File: src/rtl/prach_pkg.sv
// Shared definitions for the PRACH radix-3 DIT FFT datapath.
//   PRACH_DW         default real/imag data width
//   PRACH_CW         default coefficient width (Q1.(CW-1))
//   PRACH_C_SQRT3_2  sqrt(3)/2 in Q1.17
//   phase_e          position of a sample inside a serial triple
//   prach_sat        clip a DW+2 value to DW bits, flags clipping
//   prach_sext2      sign-extend a DW value to DW+2 bits
package prach_pkg;

  localparam int PRACH_DW        = 18;
  localparam int PRACH_CW        = 18;
  localparam int PRACH_C_SQRT3_2 = 113512;

  typedef enum logic [1:0] {
    PH_A0 = 2'd0,
    PH_A1 = 2'd1,
    PH_A2 = 2'd2
  } phase_e;

  typedef struct packed {
    logic                clip;
    logic [PRACH_DW-1:0] val;
  } prach_sat_t;

  // In range exactly when the top three bits agree.
  function automatic prach_sat_t prach_sat(input logic [PRACH_DW+1:0] x);
    prach_sat_t s;
    s.clip = !((x[PRACH_DW+1:PRACH_DW-1] == 3'b000) ||
               (x[PRACH_DW+1:PRACH_DW-1] == 3'b111));
    if (!s.clip)
      s.val = x[PRACH_DW-1:0];
    else if (x[PRACH_DW+1])
      s.val = {1'b1, {(PRACH_DW-1){1'b0}}};
    else
      s.val = {1'b0, {(PRACH_DW-1){1'b1}}};
    return s;
  endfunction

  function automatic logic [PRACH_DW+1:0] prach_sext2(input logic [PRACH_DW-1:0] x);
    return {{2{x[PRACH_DW-1]}}, x};
  endfunction

endpackage

File: src/rtl/prach_ditfft3_bf3_combine_delay.sv
// Fixed-latency shift register with asynchronous active-low clear.
//   clk, rst_n  clock / async active-low reset
//   i_din       WIDTH-bit input
//   o_dout      i_din delayed by DELAY clocks
module prach_ditfft3_bf3_combine_delay #(
  parameter int WIDTH = 2,
  parameter int DELAY = 4
) (
  input  logic             clk,
  input  logic             rst_n,
  input  logic [WIDTH-1:0] i_din,
  output logic [WIDTH-1:0] o_dout
);

  logic [WIDTH-1:0] r_sr [DELAY];

  always_ff @(posedge clk or negedge rst_n) begin
    if (!rst_n) begin
      for (int unsigned k = 0; k < DELAY; k++) r_sr[k] <= '0;
    end else begin
      r_sr[0] <= i_din;
      for (int unsigned k = 1; k < DELAY; k++) r_sr[k] <= r_sr[k-1];
    end
  end

  assign o_dout = r_sr[DELAY-1];

endmodule

File: src/rtl/prach_ditfft3_bf3_combine.sv
// Radix-3 DIT FFT butterfly, final combine stage.
// Serial input triple a0=x0, a1=x1+x2, a2=x1-x2; serial output triple
// X0=a0+a1, X1=m+(-j)t, X2=m+(j)t with m=a0-a1/2, t=(sqrt3/2)*a2.
// Fixed latency of 4 clocks per sample.
//   clk, rst_n         clock / async active-low reset
//   din_dr/di/dv       input sample (complex) and valid
//   sync_in            marks a0 (qualified by din_dv)
//   dout_dr/di/dv      output sample and valid
//   sync_out           marks X0
//   ovf                output sample was saturated
module prach_ditfft3_bf3_combine
  import prach_pkg::*;
#(
  parameter int DW   = PRACH_DW,
  parameter int CW   = PRACH_CW,
  parameter int COEF = PRACH_C_SQRT3_2
) (
  input  logic          clk,
  input  logic          rst_n,
  input  logic [DW-1:0] din_dr,
  input  logic [DW-1:0] din_di,
  input  logic          din_dv,
  input  logic          sync_in,
  output logic [DW-1:0] dout_dr,
  output logic [DW-1:0] dout_di,
  output logic          dout_dv,
  output logic          sync_out,
  output logic          ovf
);

  localparam logic signed [DW+CW-1:0] C_COEF = (DW+CW)'(COEF);
  localparam logic signed [DW+CW-1:0] C_RND  = {{(DW+1){1'b0}}, 1'b1, {(CW-2){1'b0}}};

  phase_e r_cnt, w_cnt_nxt, w_ph;

  always_ff @(posedge clk or negedge rst_n) begin
    if (!rst_n) r_cnt <= PH_A0;
    else        r_cnt <= w_cnt_nxt;
  end

  always_comb begin
    w_ph      = sync_in ? PH_A0 : r_cnt;
    w_cnt_nxt = r_cnt;
    if (din_dv) begin
      unique case (w_ph)
        PH_A0:   w_cnt_nxt = PH_A1;
        PH_A1:   w_cnt_nxt = PH_A2;
        default: w_cnt_nxt = PH_A0;
      endcase
    end
  end

  // Phase tag follows each sample so the output stage knows which of
  // X0/X1/X2 to emit three clocks after capture.
  logic   r_s1_v, r_s2_v, r_s3_v;
  phase_e r_s1_ph, r_s2_ph, r_s3_ph;

  always_ff @(posedge clk or negedge rst_n) begin
    if (!rst_n) begin
      r_s1_v  <= 1'b0;
      r_s2_v  <= 1'b0;
      r_s3_v  <= 1'b0;
      r_s1_ph <= PH_A0;
      r_s2_ph <= PH_A0;
      r_s3_ph <= PH_A0;
    end else begin
      r_s1_v  <= din_dv;
      r_s2_v  <= r_s1_v;
      r_s3_v  <= r_s2_v;
      r_s1_ph <= w_ph;
      r_s2_ph <= r_s1_ph;
      r_s3_ph <= r_s2_ph;
    end
  end

  logic        [DW-1:0]    r_a0_r, r_a0_i, r_a1_r, r_a1_i;
  logic signed [DW+CW-1:0] r_prod_r, r_prod_i;
  logic signed [DW+1:0]    r_x0_r, r_x0_i, r_m_r, r_m_i, r_t_r, r_t_i;
  logic signed [DW+1:0]    w_a0_r, w_a0_i, w_a1_r, w_a1_i, w_t_r, w_t_i;
  logic signed [DW+CW-1:0] w_din_r_x, w_din_i_x;

  assign w_a0_r    = prach_sext2(r_a0_r);
  assign w_a0_i    = prach_sext2(r_a0_i);
  assign w_a1_r    = prach_sext2(r_a1_r);
  assign w_a1_i    = prach_sext2(r_a1_i);
  assign w_din_r_x = {{CW{din_dr[DW-1]}}, din_dr};
  assign w_din_i_x = {{CW{din_di[DW-1]}}, din_di};
  assign w_t_r     = (DW+2)'((r_prod_r + C_RND) >>> (CW-1));
  assign w_t_i     = (DW+2)'((r_prod_i + C_RND) >>> (CW-1));

  // x0/m are formed one clock after a1 is captured and t one clock after
  // the product, so both stay stable until X2 of the same triple has been
  // emitted even when the next triple follows back-to-back.
  always_ff @(posedge clk) begin
    if (din_dv && w_ph == PH_A0) begin
      r_a0_r <= din_dr;
      r_a0_i <= din_di;
    end
    if (din_dv && w_ph == PH_A1) begin
      r_a1_r <= din_dr;
      r_a1_i <= din_di;
    end
    if (din_dv && w_ph == PH_A2) begin
      r_prod_r <= w_din_r_x * C_COEF;
      r_prod_i <= w_din_i_x * C_COEF;
    end
    if (r_s1_v && r_s1_ph == PH_A1) begin
      r_x0_r <= w_a0_r + w_a1_r;
      r_x0_i <= w_a0_i + w_a1_i;
      r_m_r  <= w_a0_r - (w_a1_r >>> 1);
      r_m_i  <= w_a0_i - (w_a1_i >>> 1);
    end
    if (r_s1_v && r_s1_ph == PH_A2) begin
      r_t_r <= w_t_r;
      r_t_i <= w_t_i;
    end
  end

  logic signed [DW+1:0] w_pre_r, w_pre_i;
  prach_sat_t           w_sat_r, w_sat_i;

  always_comb begin
    w_pre_r = r_x0_r;
    w_pre_i = r_x0_i;
    unique case (r_s3_ph)
      PH_A1: begin
        w_pre_r = r_m_r + r_t_i;
        w_pre_i = r_m_i - r_t_r;
      end
      PH_A2: begin
        w_pre_r = r_m_r - r_t_i;
        w_pre_i = r_m_i + r_t_r;
      end
      default: ;
    endcase
    w_sat_r = prach_sat(w_pre_r);
    w_sat_i = prach_sat(w_pre_i);
  end

  always_ff @(posedge clk or negedge rst_n) begin
    if (!rst_n) begin
      dout_dr <= '0;
      dout_di <= '0;
      ovf     <= 1'b0;
    end else if (r_s3_v) begin
      dout_dr <= w_sat_r.val;
      dout_di <= w_sat_i.val;
      ovf     <= w_sat_r.clip | w_sat_i.clip;
    end else begin
      ovf     <= 1'b0;
    end
  end

  prach_ditfft3_bf3_combine_delay #(
    .WIDTH(2),
    .DELAY(4)
  ) u_dly (
    .clk   (clk),
    .rst_n (rst_n),
    .i_din ({sync_in, din_dv}),
    .o_dout({sync_out, dout_dv})
  );

endmodule

File: config.mk
export PLATFORM = sky130hd
export DESIGN_NAME = prach_ditfft3_bf3_combine
export DESIGN_NICKNAME = d
export VERILOG_FILES = /design/src/rtl/prach_pkg.sv /design/src/rtl/prach_ditfft3_bf3_combine_delay.sv /design/src/rtl/prach_ditfft3_bf3_combine.sv
export SDC_FILE = /design/constraint.sdc
export NUM_CORES = 1
export LEC_CHECK = 0
export CAP_MARGIN = 15
export CORE_UTILIZATION = 61
export CTS_CLUSTER_DIAMETER = 40
export CTS_CLUSTER_SIZE = 25
export DETAILED_ROUTE_END_ITERATION = 7
export GPL_ROUTABILITY_DRIVEN = 0
export GPL_TIMING_DRIVEN = 0
export PLACE_DENSITY = 0.76
export RECOVER_POWER = 100
export SLEW_MARGIN = 15
export SYNTH_ARGS = -nofsm -noshare
export SYNTH_HDL_FRONTEND = slang
export SYNTH_HIERARCHICAL = 1
export SYNTH_SLANG_ARGS = --single-unit
File: constraint.sdc
create_clock -name clk -period 9.51 [get_ports clk]
set_input_delay 1.902 -clock clk [delete_from_list [all_inputs] [get_ports clk]]
set_output_delay 1.902 -clock clk [all_outputs]
set_load 0.02 [all_outputs]
# == Word-level counts from Yosys, hierarchy flattened ==
# Cells that the tools add are included.
# classes
n_addsub,10
multipliers,2
n_div,0
magnitude_cmp,0
eq_ne,8
shifts,0
mux,9
n_bitwise,1
n_reduce_logical,12
# op_table
operator,count
case mux 20 bit (2 select lines),2
"adder 36 x 18 -> 36 bit, second input constant",2
two-way mux 18 bit,4
"multiplier 18 x 15 -> 33 bit, second input constant",2
adder 20 x 19 -> 20 bit,2
subtractor 20 x 19 -> 20 bit,2
adder 18 x 18 -> 19 bit,2
subtractor 18 x 17 -> 19 bit,2
"== test 2 x 1 -> 1 bit, second input constant",3
"== test 2 bit, second input constant",3
"== test 3 bit, second input constant",2
logical NOT 3 bit,2
logical AND 1 bit,5
case mux 2 bit (2 select lines),1
logical NOT 1 bit,2
logical NOT 2 bit,1
logical OR 1 bit,2
two-way mux 2 bit,1
two-way mux 1 bit,1
bitwise OR 1 bit,1
# totals
reg_bits,312
latch_bits,0
ramBits,0
rom_bits,0
in_bits,40
out_inout_bits,39
wordCells,68
memories,0

# == Logic depth before layout (Yosys ltp) ==
# Gate-level depths: netlist (run 1).
# logic_depth
ltp_word,7
mapped_depth,22
depth_no_buf,22

# == Modules after synthesis ==
# The synthesis (run 1) kept the hierarchy.
# by_module_without_submodules
mod,instances,cells_per_inst,area_per_inst_um2,seq_area_each_um2
prach_ditfft3_bf3_combine,1,2408,26091.3,7987.7
prach_ditfft3_bf3_combine_delay,1,10,215.2,200.2

# == Worst setup path after synthesis (run 1) ==
# OpenSTA, ideal clock, no wires.
# synth_path
path_type,input to register
from,input port din_di[6]
to,register r_prod_i[35] (data pin)
setup_time_ns,0.260
arrival_ns,6.812
t_required_ns,9.250
setup_slack_ns,2.439
cell_stages,19
path_buffers,0
path_cell_list,ha_1 -> fa_1 -> inv_1 -> fa_1 -> inv_1 -> fa_1 -> fa_1 -> fa_1 -> ha_1 -> o21ai_0 -> nand2b_1 -> or4b_1 -> a31oi_1 -> a41o_1 -> o21ai_1 -> o21ai_1 -> a211o_1 -> a21oi_1 -> xnor2_1
# synth_via
elab_chain_len,1
# synth_lines
element,line_no,rtl
start: declaration,prach_ditfft3_bf3_combine.sv:21,"input logic [DW-1:0] din_di,"
multiplier 18 x 15 -> 33 bit,prach_ditfft3_bf3_combine.sv:105,r_prod_i <= w_din_i_x * C_COEF;
end signal: assignment,prach_ditfft3_bf3_combine.sv:105,
end: declaration,prach_ditfft3_bf3_combine.sv:77,"logic signed [DW+CW-1:0] r_prod_r, r_prod_i;"
# No other way between the ends.
# A chain may end at the register's enable or synchronous reset.

# == Worst setup path after layout (run 1) ==
# layout_path
from,input port din_dr[17]
to,register r_prod_r[29] (data pin)
# layout_via
elab_chain_len,1
# layout_lines
element,line_no,rtl
start: declaration,prach_ditfft3_bf3_combine.sv:20,"input logic [DW-1:0] din_dr,"
multiplier 18 x 15 -> 33 bit,prach_ditfft3_bf3_combine.sv:104,r_prod_r <= w_din_r_x * C_COEF;
end signal: assignment,prach_ditfft3_bf3_combine.sv:104,
end: declaration,prach_ditfft3_bf3_combine.sv:77,
# No other way between the ends.

==> results.txt, run 1 <==
----------------------------------------------------
[Floorplan]
  Starting density of the core ... between 60 and 70%
  Std-Cell Rows ... 75
  Core region area ... roughly 42000 sq um
  Width of the chip ... between 200 and 250 microns
  Die Height ... around 210 microns
  Die Outline Area ... between 40000 and 50000 sq um
  I/O pin count ... 79

[Outcome]
  Status ... finished, violations left
  Failing checks ... max-capacitance violations, max-slew violations

[Logic synthesis]
  Largest cells by area after synthesis ... sky130_fd_sc_hd__edfxtp_1 26%, sky130_fd_sc_hd__fa_1 20%, sky130_fd_sc_hd__ha_1 16%
  Average instance area after synthesis ... around 11 sq um
  Leading post-synthesis cells by instance count ... 414 x sky130_fd_sc_hd__inv_1, 335 x sky130_fd_sc_hd__ha_1, 264 x sky130_fd_sc_hd__fa_1, 226 x sky130_fd_sc_hd__edfxtp_1, 157 x sky130_fd_sc_hd__nor2_1
  Library cell with the highest instance count after synthesis ... sky130_fd_sc_hd__inv_1
  Synthesized net count ... around 3100
  Leading area contributor after synthesis ... sky130_fd_sc_hd__edfxtp_1
  Mapped Cells ... between 2000 and 2500
  Number of synthesized flops with an enable pin ... 226
  Total standard cell area after synthesis ... 26300 sq um
  Post-synth ARST share ... slightly below 20%
  Fraction of the yosys area taken by sequential cells ... between 30% and 40%
  Count of unique library cells instantiated by Yosys ... 87
  Area share of the largest cell type after synthesis ... 25.8%
  Synth Register Bits ... 282
  Total number of yosys warnings ... 6
  Predominant post-synthesis flop cell ... sky130_fd_sc_hd__edfxtp_1

[STA]
  Relative slew slack ... -40.3%
  Time the final worst path needs with I/O delays and setup ... 8.09 ns
  Timing-limited maximum frequency ... 124 MHz
  Final Hold Vio Count ... 0
  Worst setup skew after layout ... 0.0210 ns
  Post-route clock period utilization ... 85.1%
  TNS Setup ... 0 ns
  Transition time at the pin with the least slew margin ... 2.10 ns
  Worst hold margin ... ~0.35 ns
  Total count of max-transition violations in the final report ... 168
  Final Worst Setup Slack ... between 1 and 1.5 ns
  Setup repair after global routing missed its margin ... false
  Number of endpoints failing setup at the final stage ... 0

[Clock network]
  Post CTS Setup Buffer Count ... 0
  TritonCTS clock tree ... built
  Skew-Pair Late Insertion Delay ... 0.53 ns
  Cts repair resizes ... 0
  Count of hold-fix buffers inserted at cts ... 0
  Number of buffers between clock root and the deepest sink ... 3
  Clock Tree Root ... sky130_fd_sc_hd__clkbuf_16
  Clock sink total ... 282
  Htree depth ... 2
  Clock-pin slew on the worst setup and hold paths ... 0.06 ns
  TritonCTS buffer count ... 36

[Run]
  Max-cap violation count ... 5

[Worst setup path]
  Cell breakdown of the critical path ... dlygate4sd3_1 -> ha_1 -> inv_1 -> fa_1 -> fa_1 -> fa_1 -> fa_1 -> inv_1 -> fa_1 -> inv_1 -> ha_1 -> or3_1 -> o22ai_1 -> a21o_1 -> a21boi_0 -> o21ai_0 -> or4b_1 -> o311ai_0
  Worst path required time ... 9.81 ns
  Nature of the critical path startpoint ... input pin
  CP delay by family, top ... adder cells
  Worst Path Arrival ... 8.39 ns
  Crit end category ... register
  Buffer and inverter count on the worst path ... 4
  CP max stage cell ... sky130_fd_sc_hd__dlygate4sd3_1
  Highest cell delay on the worst timing path ... 1.30 ns
  Most common cell on crit path ... sky130_fd_sc_hd__fa_1
  Crit path kind ... in2reg
  CP Max Fanout ... 22

[Finish]
  Area of the multi-input gates ... 16400 sq um
  Share of post-route cells with drive strength above 1 ... 3.46%
  Post-route design area ... between 20000 and 30000 sq um
  Register cell area after layout ... 8190 sq um
  Final core utilization ... 68.6%
  Synth-to-Final Area Change ... 10.1%
  Antenna diode instance count ... 0
  Cell Count, Final, Fillers Out ... just over 3000
  Number of fillers in the final layout ... 3089
  Final nets ... 3186

[Global route]
  Largest net degree at the start of global routing ... 40
  Number of antenna violations at the first check in global routing ... 0
  Overall track demand over capacity in global routing ... 27.1%
  Total gr overflow ... 0
  Wire length of the first global-routing pass ... 93900 microns
  Vias in the first global route ... 18700

[Route]
  Wire length per cell after detailed routing ... 18.2 microns
  Routed via count ... 17800
  DRC Markers ... 0
  Antenna Nets Post-Route ... 0
  Detailed Route Iter0 Violations ... 1330
  Initial DRT Pass Iterations ... 8
  Total wire length after detailed routing ... 56600 microns
  Number of vias per cell after detailed routing ... approximately 5.7

[Power]
  Worst voltage drop across the vdd grid ... 0.368 mV
  Post-layout power ... 9.92 mW
  Power density of the placed cells ... 342 nW/um^2
  Leakage power total ... ~13 nW

[Placed design]
  Dpl hpwl ... 48000 microns
  Pre-CTS setup slack ... 1.12 ns
  Placed Instance Area ... 28000 sq um
  Count of buffers inserted at the top-level ports ... 78
  Placed cells ... 3048

[Min path]
  Hold Path Class ... reg2reg

----------------------------------------------------
==> final cells by class <==
cell class | count | share of cell area, %
Buffer | 27 | 0.397
Clock buffer | 39 | 3.22
Sequential cell | 282 | 28.3
Timing Repair Buffer | 91 | 2.84
Multi-Input combinational cell | 1695 | 56.7
Clock inverter | 27 | 0.873
Tap cell | 539 | 2.33
Inverter | 414 | 5.37
==> report_power, final <==
group	internal, mW	switching, mW	total, mW
clock	0.765	0.555	1.32
combinational	3.00	3.61	6.61
sequential	1.89	0.0960	1.99
==> placed cells by master (no fill, tap or decap), types with 8 or more instances in the layout <==
| master | instances |
|---|---|
| sky130_fd_sc_hd__and2_1 | 11 |
| sky130_fd_sc_hd__edfxtp_1 | 226 |
| sky130_fd_sc_hd__o22ai_1 | 9 |
| sky130_fd_sc_hd__a21oi_1 | 115 |
| sky130_fd_sc_hd__clkbuf_16 | 37 |
| sky130_fd_sc_hd__and3_1 | 16 |
| sky130_fd_sc_hd__nand4_1 | 10 |
| sky130_fd_sc_hd__ha_1 | 335 |
| sky130_fd_sc_hd__a211oi_1 | 9 |
| sky130_fd_sc_hd__nor2_1 | 157 |
| sky130_fd_sc_hd__xor2_1 | 59 |
| sky130_fd_sc_hd__a21boi_0 | 16 |
| sky130_fd_sc_hd__inv_6 | 8 |
| sky130_fd_sc_hd__nor3_1 | 41 |
| sky130_fd_sc_hd__a21o_1 | 36 |
| sky130_fd_sc_hd__a31oi_1 | 12 |
| sky130_fd_sc_hd__clkbuf_1 | 36 |
| sky130_fd_sc_hd__inv_1 | 414 |
| sky130_fd_sc_hd__nor2b_1 | 37 |
| sky130_fd_sc_hd__fa_1 | 264 |
| sky130_fd_sc_hd__nand3_1 | 41 |
| sky130_fd_sc_hd__xnor2_1 | 151 |
| sky130_fd_sc_hd__o22a_1 | 17 |
| sky130_fd_sc_hd__or3_1 | 10 |
| sky130_fd_sc_hd__dfrtp_1 | 56 |
| sky130_fd_sc_hd__nor4_1 | 9 |
| sky130_fd_sc_hd__o21ai_0 | 71 |
| sky130_fd_sc_hd__dlygate4sd3_1 | 77 |
| sky130_fd_sc_hd__nand2_1 | 88 |
| sky130_fd_sc_hd__nand2b_1 | 20 |
| sky130_fd_sc_hd__o31ai_1 | 10 |
| sky130_fd_sc_hd__a311o_1 | 18 |
| sky130_fd_sc_hd__o21a_1 | 23 |
==> worst paths after layout <==
path	startpoint	to	slack, ns	depth (start not counted)
worst max-delay path	din_dr[17]	r_prod_r[29]	1.42	18
worst max register to register	r_s3_ph[0]	dout_dr[11]	3.73	18
worst min-delay path	u_dly/r_sr[5]	u_dly/r_sr[3]	0.35	0
worst min register to register	u_dly/r_sr[5]	u_dly/r_sr[3]	0.35	0
min in group asynchronous	rst_n	dout_dr[3]	1.70	1
max in group asynchronous	rst_n	dout_di[6]	5.73	2
==> worst register-to-register path, stage by stage (launching register included) <==
cell                       delay, ns
sky130_fd_sc_hd__dfrtp_1        0.36
sky130_fd_sc_hd__inv_1          0.05
sky130_fd_sc_hd__ha_1           0.32
sky130_fd_sc_hd__clkbuf_1       0.46
sky130_fd_sc_hd__clkbuf_1       0.45
sky130_fd_sc_hd__mux2i_1        0.57
sky130_fd_sc_hd__ha_1           0.33
sky130_fd_sc_hd__nor2b_1        0.15
sky130_fd_sc_hd__o31a_1         0.29
sky130_fd_sc_hd__o41ai_1        0.51
sky130_fd_sc_hd__o31ai_1        0.21
sky130_fd_sc_hd__o21a_1         0.25
sky130_fd_sc_hd__a21oi_1        0.16
sky130_fd_sc_hd__xor2_1         0.25
sky130_fd_sc_hd__o21ai_0        0.11
sky130_fd_sc_hd__a211o_1        0.33
sky130_fd_sc_hd__clkbuf_1       0.21
sky130_fd_sc_hd__clkbuf_1       0.28
sky130_fd_sc_hd__a311o_1        0.37
==> logic make-up (layout without fill, tap and decap cells) <==
logic type      count (synthesis)  after routing  synth area share (%)
compound gates                404            404                  10.2
xor+xnor                      210            210                  6.99
fa+ha+maj                     605            605                  36.3
buf+inv                       441            598                  6.41
flops                         282            282                  31.1
mux                            10             10                 0.395
simple gates                  466            466                  8.62
==> sequential cells by signal, summed over array words and instances (netlist names), 6 cells and up <==
register / flops
dout_di: 18
dout_dr: 18
r_a0_i: 18
r_a0_r: 18
r_a1_i: 18
r_a1_r: 18
r_m_i: 19
r_m_r: 19
r_prod_i: 20
r_prod_r: 20
r_t_i: 19
r_t_r: 19
r_x0_i: 19
r_x0_r: 19
u_dly/r_sr: 6
==> layer usage <==
metal,up-vias,part of all wire (%),GRT usage (%)
met2,419,49,46.7
met5,-,0,0
met4,0,2.5,7.45
li1,8510,-,-
met3,85,5.1,3.41
met1,8776,43,36.1
Note: power is estimated with default switching activity, not from simulation.
==> run 2, diff against run 1 <==
Settings changed: CORE_UTILIZATION 61 to 55, PLACE_DENSITY 0.76 to 0.69.
==> run 2 against run 1 <==
Routed wire length shrank 0.25%; hold slack worse by 0.0085 ns; via count is 0.62% lower; power increased by 1.9%; utilization decreased by 6.1 points; flip-flop and latch count unchanged; final cell count up 2.4%; first-iteration DRC count decreased by 18%; critical path depth up 2; largest cell class unchanged; setup slack got worse by 0.052 ns; the flow finishes with violations (design-rule violations, max-capacitance violations, max-slew violations); global-route usage decreased by 2.6 points; sequential share of layout area down 0.30 points.
==> results.txt, run 2 (same netlist as run 1, synthesis figures left out) <==
----------------------------------------------------
[STA]
  Worst setup skew after layout ... ~0.019 ns
  Total count of max-transition violations in the final report ... roughly 170
  Setup repair after global routing missed its margin ... false
  Relative slew slack ... -33.5%
  Timing-limited maximum frequency ... 123 MHz
  Final Hold Vio Count ... 0
  Final Worst Setup Slack ... 1.37 ns
  Post-route clock period utilization ... 85.6%
  Time the final worst path needs with I/O delays and setup ... 8.14 ns
  Transition time at the pin with the least slew margin ... 2.00 ns
  Number of endpoints failing setup at the final stage ... 0
  Worst hold margin ... 0.338 ns
  TNS Setup ... 0 ns

[Worst setup path]
  Crit end category ... register
  CP Max Fanout ... 6
  Nature of the critical path startpoint ... input pin
  Worst Path Arrival ... ~8.5 ns
  Worst path required time ... 9.83 ns
  Crit path kind ... in2reg

[Global route]
  Largest net degree at the start of global routing ... 39
  Vias in the first global route ... roughly 18000
  Total gr overflow ... 0
  Wire length of the first global-routing pass ... 92900 microns
  Number of antenna violations at the first check in global routing ... 0
  Overall track demand over capacity in global routing ... 24.4%

[Power]
  Leakage power total ... between 10 and 15 nW
  Worst voltage drop across the vdd grid ... 0.345 mV
  Post-layout power ... 10.1 mW
  Power density of the placed cells ... 345 nW/um^2

[Placed design]
  Dpl hpwl ... about 48000 microns
  Pre-CTS setup slack ... approximately 1.1 ns
  Placed Instance Area ... ~28000 sq um
  Count of buffers inserted at the top-level ports ... 78
  Placed cells ... 3116

[Clock network]
  Skew-Pair Late Insertion Delay ... 0.53 ns
  Number of buffers between clock root and the deepest sink ... 3
  Clock sink total ... 282
  Count of hold-fix buffers inserted at cts ... 0
  TritonCTS clock tree ... built
  Post CTS Setup Buffer Count ... 0
  Htree depth ... 2
  Clock-pin slew on the worst setup and hold paths ... around 0.060 ns
  Cts repair resizes ... 0
  Clock Tree Root ... sky130_fd_sc_hd__clkbuf_16
  TritonCTS buffer count ... 40

[Route]
  Detailed Route Iter0 Violations ... ~1100
  Routed via count ... between 15000 and 20000
  Total wire length after detailed routing ... 56500 microns
  Wire length per cell after detailed routing ... 17.7 microns
  Initial DRT Pass Iterations ... 7
  Number of vias per cell after detailed routing ... roughly 5.5
  Antenna Nets Post-Route ... 0
  DRC Markers ... 24

[Floorplan]
  Core region area ... 46900 sq um
  Die Outline Area ... 48700 sq um
  Die Height ... 221 microns
  Std-Cell Rows ... 79
  Starting density of the core ... a little under three fifths
  I/O pin count ... 79
  Width of the chip ... 221 microns

[Finish]
  Number of fillers in the final layout ... 3788
  Register cell area after layout ... between 8000 and 9000 sq um
  Post-route design area ... 29300 sq um
  Area of the multi-input gates ... between 15000 and 20000 sq um
  Top library cells by usage in the layout, fill and taps aside ... 414 x sky130_fd_sc_hd__inv_1, 335 x sky130_fd_sc_hd__ha_1, 264 x sky130_fd_sc_hd__fa_1
  Final nets ... 3190
  Share of post-route cells with drive strength above 1 ... 3.76%
  Largest registers in the final layout ... r_prod_i (20), r_prod_r (20)
  Most common cell after layout, fill and taps aside ... sky130_fd_sc_hd__inv_1
  Final core utilization ... 62.5%
  Synth-to-Final Area Change ... 11.3%
  Cell Count, Final, Fillers Out ... around 3200

[Outcome]
  Failing checks ... design-rule violations, max-capacitance violations, max-slew violations
  Status ... finished, violations left

[Min path]
  Hold Path Class ... reg2reg

[Run]
  Max-cap violation count ... 5

----------------------------------------------------
==> run 2: cell types whose count changed in the layout (fill, tap and decap cells not counted), sizes merged <==
cell / delta
dlygate4sd3: -1
inv: +3
clkbuf: +5
clkinvlp: -3
bufinv: +1
diode: +1
clkinv: +2
==> run 2: path summary, 6_finish.rpt <==
path | start | end | slack (ns) | cells past startpoint
max | din_di[8] | r_prod_i[35] | 1.37 | 20
min | r_s2_ph[0] | r_s3_ph[0] | 0.34 | 0
max reg2reg | r_s3_ph[0] | dout_dr[8] | 3.77 | 17
min reg2reg | r_s2_ph[0] | r_s3_ph[0] | 0.34 | 0
max in group asynchronous | rst_n | r_s2_ph[0] | 5.64 | 2
min in group asynchronous | rst_n | dout_dr[1] | 1.55 | 1
==> run 2: layout make-up <==
class | instances | share of cell area, %
diodes | 1 | 0.00855
plain buffers | 27 | 0.415
clock buffers | 43 | 3.64
clock inverters | 30 | 1.22
inverters | 414 | 5.31
multi-input cells | 1695 | 56.1
flip-flops and latches | 282 | 28.0
well taps | 607 | 2.59
repair buffers | 91 | 2.79
==> run 2: worst max-delay path: stages <==
cell	delay (ns)
sky130_fd_sc_hd__dlygate4sd3_1	0.80
sky130_fd_sc_hd__ha_1	0.39
sky130_fd_sc_hd__fa_1	0.56
sky130_fd_sc_hd__inv_1	0.07
sky130_fd_sc_hd__fa_1	0.50
sky130_fd_sc_hd__inv_1	0.06
sky130_fd_sc_hd__fa_1	0.57
sky130_fd_sc_hd__fa_1	0.45
sky130_fd_sc_hd__fa_1	0.48
sky130_fd_sc_hd__ha_1	0.28
sky130_fd_sc_hd__o21ai_0	0.09
sky130_fd_sc_hd__nand2b_1	0.11
sky130_fd_sc_hd__or4b_1	0.47
sky130_fd_sc_hd__a31oi_1	0.28
sky130_fd_sc_hd__a41o_1	0.28
sky130_fd_sc_hd__o21ai_0	0.15
sky130_fd_sc_hd__o21ai_0	0.42
sky130_fd_sc_hd__a211o_1	0.24
sky130_fd_sc_hd__a21oi_1	0.09
sky130_fd_sc_hd__xnor2_1	0.26
==> run 2: where the power goes <==
| part | switching, mW | total (mW) | leakage [nW] | internal [mW] |
|---|---|---|---|---|
| registers | 0.0972 | 1.99 | 2.73 | 1.89 |
| logic | 3.60 | 6.59 | 9.63 | 2.99 |
| clock network | 0.618 | 1.53 | 0.697 | 0.909 |
==> run 2: layer usage <==
layer | vias to the layer above | global-route usage (%) | share of wire, % | wire length, microns
met2 | 409 | 41.2 | 48 | 27400
met1 | 8664 | 33.4 | 44 | 25000
met3 | 94 | 3.07 | 5.1 | 2880
met4 | 0 | 6.39 | 2.3 | 1270
li1 | 8513 | - | - | -
met5 | - | 0 | 0 | 0
==> RTL change 1: new RTL, config.mk and constraints of run 1 <==
Make the reset (`rst_n`) synchronous in 4 clocked blocks. Comments in the files are not updated.
--- a/src/rtl/prach_ditfft3_bf3_combine_delay.sv
+++ b/src/rtl/prach_ditfft3_bf3_combine_delay.sv
@@ -14,7 +14,7 @@
 
   logic [WIDTH-1:0] r_sr [DELAY];
 
-  always_ff @(posedge clk or negedge rst_n) begin
+  always_ff @(posedge clk) begin
     if (!rst_n) begin
       for (int unsigned k = 0; k < DELAY; k++) r_sr[k] <= '0;
     end else begin
--- a/src/rtl/prach_ditfft3_bf3_combine.sv
+++ b/src/rtl/prach_ditfft3_bf3_combine.sv
@@ -33,7 +33,7 @@
 
   phase_e r_cnt, w_cnt_nxt, w_ph;
 
-  always_ff @(posedge clk or negedge rst_n) begin
+  always_ff @(posedge clk) begin
     if (!rst_n) r_cnt <= PH_A0;
     else        r_cnt <= w_cnt_nxt;
   end
@@ -55,7 +55,7 @@
   logic   r_s1_v, r_s2_v, r_s3_v;
   phase_e r_s1_ph, r_s2_ph, r_s3_ph;
 
-  always_ff @(posedge clk or negedge rst_n) begin
+  always_ff @(posedge clk) begin
     if (!rst_n) begin
       r_s1_v  <= 1'b0;
       r_s2_v  <= 1'b0;
@@ -137,7 +137,7 @@
     w_sat_i = prach_sat(w_pre_i);
   end
 
-  always_ff @(posedge clk or negedge rst_n) begin
+  always_ff @(posedge clk) begin
     if (!rst_n) begin
       dout_dr <= '0;
       dout_di <= '0;
Formal check against the unedited RTL: not equivalent (a bounded check fails within 10 cycles, from zero or initial values and one cycle with rst_n low; the reset may be asserted at any time).
==> RTL change 1 against run 1 <==
The run still ends with max-capacitance violations, max-slew violations left. Sequential share of layout area is 0.84 points lower. Final area is 0.47% lower. Total power is 10% lower. Critical path depth is 3 higher. Area after synthesis is 0.84% lower. Setup slack worse by 0.34 ns. Sequential cell count stayed put. Register-to-register slack worse by 0.29 ns. Clock skew is 0.0071 ns lower. Routed wire length is 1.8% lower. Critical path type unchanged. Critical endpoint is now r_prod_i[33]. Largest power group unchanged.
==> RTL change 1: results <==
timing:
  drv_slew: 49
  finClkSkew_ns: 0.0139
  max_slew_margin_pct: -40.4
final_layout:
  fin_nets: 3221
  reg_top3: "r_prod_i: 20 flops, r_prod_r: 20 flops"
  fillers: 3075
  final_area_um2: 28800
  drive_above_1_share_pct: 3.60
synthesis:
  synth_edf_count: 226
  synthArstFlopShare_pct: 0
  ys_seq_area_share_pct: 30.3
  synth_cell_type_count: 73
  ys_warn_count: 6
  synthesis.nets: 3093
  synth_common_cells: "inv_1, ha_1, fa_1, edfxtp_1, nor2_1"
  ys_top_cells_by_area: "edfxtp_1, fa_1, ha_1"
  synthFlopType: "edfxtp_1"
placed_design:
  placed_cell_area_um2: 27800
  dpl.hpwl_mm: 46.3
  place_ws_ns: 0.493
  portBuffers: 78
routing:
  drtIter0Drc: 1163
  wl_met3_mm: 3.20
  top_layer: "met4"
  wl_per_cell_um: 17.7
  drtPass1Iterations: 8
  wl_met2_mm: 27.5
  wl_met1_mm: 23.9
  num_vias: 18000
cts:
  clk_latency_ns: 0.52
  numCtsBuffers: 37
  htreeDepth: 2
global_route:
  grt_pass1_wl_mm: 92.8
  antenna_found_initial: 0
  grt.total_usage_pct: 26.6
  gr-usage-met1_pct: 35.9
  met3_usage_pct: 3.52
  grt.met2_usage_pct: 45.8
  first_global_vias: 18700
  grt_start_max_net_pins: 39
pwr:
  ir_drop_mv: 0.326
  swShare_pct: 42.1
  p_leak_nw: 12.8
setup_path:
  cpPeakStageDelay_ns: 0.77
  critical_path.top_delay_family: "adder cells"
  arrival_ns: 8.70
  crit_fanout: 6
run:
  cap_violations: 2
run_status:
  outcome: "complete, but fails checks"
  violations: "max-capacitance violations, max-slew violations"
## RTL change 1: cell count changes in the layout (fill, tap and decap cells not counted), sizes merged, moves of 16 or more
cell,run 1,this run
dfrtp,56,0
dfxtp,0,56
a21oi,117,150
o21ai,78,105
o21a,23,49
a311o,18,0
o22a,17,1
## RTL change 1: stage by stage
stage | hold slack, ns | std cells
2_1_floorplan | 0.412 | 2454
3_3_place_gp | 0.416 | 3071
3_5_place_dp | 0.421 | 3082
4_1_cts | 0.437 | 3147
5_1_grt | 0.454 | 3147
6_report | 0.434 | 3148
## RTL change 1: power by group through the flow
stage,clock [W],sequential (W),combinational (W)
global route,0.00148,0.00176,0.00667
finish,0.00141,0.00176,0.00576
detailed placement,0,0.00178,0.00577
global placement,0,0.00179,0.00552
floorplan,0,0.00179,0.00457
CTS,0.00142,0.00176,0.00584
## RTL change 1: final cells by class
cell class,count,area share (%)
multi-input combinational,1738,57.3
sequential,282,27.4
inverter,402,5.23
clock buffer,37,3.21
timing repair buffer,89,2.81
tap,539,2.34
clock inverter,28,1.18
buffer,32,0.503
antenna,1,0.00868
## RTL change 1: worst paths after layout
check,slack (ns),start,depth (start not counted),endpoint
worst max-delay path,1.08,din_di[8],21,r_prod_i[33]
worst min-delay path,0.43,u_dly/r_sr[2][1],1,u_dly/r_sr[3][1]
worst max register to register,3.44,r_s3_ph[0],18,dout_dr[7]
worst min register to register,0.43,u_dly/r_sr[2][1],1,u_dly/r_sr[3][1]
## RTL change 1: cell families (layout without fill, tap and decap cells)
logic type,Yosys count,after routing,share of synthesized area [%]
muxes,11,11,0.441
and+or+nand+nor,477,477,8.83
AOI/OAI and AO/OA,439,439,10.6
buffers and inverters,434,588,6.35
adders and majority gates,605,605,36.6
DFF,282,282,30.3
xor gates and xnor gates,206,206,6.95
other,0,1,0
==> RTL change 2: new RTL, config.mk and constraints of run 1 <==
Made on the original files. `DELAY` is set to 4 in 2 places; all go to 2.
--- a/src/rtl/prach_ditfft3_bf3_combine_delay.sv
+++ b/src/rtl/prach_ditfft3_bf3_combine_delay.sv
@@ -4,7 +4,7 @@
 //   o_dout      i_din delayed by DELAY clocks
 module prach_ditfft3_bf3_combine_delay #(
   parameter int WIDTH = 2,
-  parameter int DELAY = 4
+  parameter int DELAY = 2
 ) (
   input  logic             clk,
   input  logic             rst_n,
--- a/src/rtl/prach_ditfft3_bf3_combine.sv
+++ b/src/rtl/prach_ditfft3_bf3_combine.sv
@@ -153,7 +153,7 @@
 
   prach_ditfft3_bf3_combine_delay #(
     .WIDTH(2),
-    .DELAY(4)
+    .DELAY(2)
   ) u_dly (
     .clk   (clk),
     .rst_n (rst_n),
Behaviour: not the same (a bounded check fails within 4 cycles, from zero or initial values and one cycle with rst_n low).
==> RTL change 2 against run 1 <==
The flow still finishes with violations (max-capacitance violations, max-slew violations). Sequential cell count fell by 4. Die area fell by 0.38%. Total power rose by 0.48%. Routed wire length fell by 3.0%. Final area fell by 0.21%. Area after synthesis fell by 0.38%. Sequential share of layout area fell by 0.29 points. Setup slack got worse by 0.090 ns. Critical endpoint is now r_prod_i[35].
==> RTL change 2: results <==
timing:
  drv_slew: 116
  timing.hold.ws_ns: 0.347
  finClkSkew_ns: 0.0346
final_layout:
  nNonClkBuffers: 119
  fin_nets: 3182
  fillers: 3111
  sh_seq_area_pct: 28.0
run_status:
  outcome: "complete, but fails checks"
  violations: "max-capacitance violations, max-slew violations"
placed_design:
  dpl.hpwl_mm: 46.5
  dp_cells: 3045
pwr:
  p_leak_nw: 12.9
  ir_drop_mv: 0.377
  swShare_pct: 43.5
run:
  cap_violations: 3
routing:
  vias_per_cell: 5.71
  drtPass1Iterations: 7
  wl_per_cell_um: 17.7
synthesis:
  synth_adder_area_share_pct: 36.4
  ys_seq_area_share_pct: 30.9
  synth.area.mux_share_pct: 0.396
  syn_area_per_cell_um2: 10.9
  synthArstFlopShare_pct: 18.7
min_path:
  hp-start: "u_dly/r_sr[2]"
  min_to: "u_dly/o_dout[0]"
setup_path:
  arrival_ns: 8.45
  setup.worst_path.start: "din_di[17]"
  r2r_slack_ns: 3.93
global_route:
  met3_usage_pct: 4.10
  grt.total_usage_pct: 26.3
cts:
  numCtsBuffers: 35
## RTL change 2: worst reg2reg max path: stages (launching register included)
cell,delay (ns)
dfrtp_1,0.36
inv_1,0.05
ha_1,0.31
clkbuf_1,0.42
clkbuf_1,0.45
nor2_1,0.13
xor2_1,0.18
ha_1,0.38
nand2_1,0.09
o41ai_1,0.68
o22a_1,0.35
a31oi_1,0.19
o2111a_1,0.29
a211oi_1,0.49
o21ai_0,0.31
nand2_1,0.26
clkbuf_1,0.39
o22a_1,0.22
## RTL change 2: stage by stage
step | instance area (um^2) | setup WS, ns | utilization (%) | power (W)
after floorplan | 26200 | 2.44 | - | 0.00717
after global placement | 27700 | 1.14 | 65.7 | 0.00847
after detailed placement | 27900 | 1.02 | 66.2 | 0.00870
after CTS | 29100 | 1.54 | 69.1 | 0.0101
after global routing | 28900 | 1.03 | 68.6 | 0.0110
final | 28900 | 1.33 | 68.6 | 0.00997
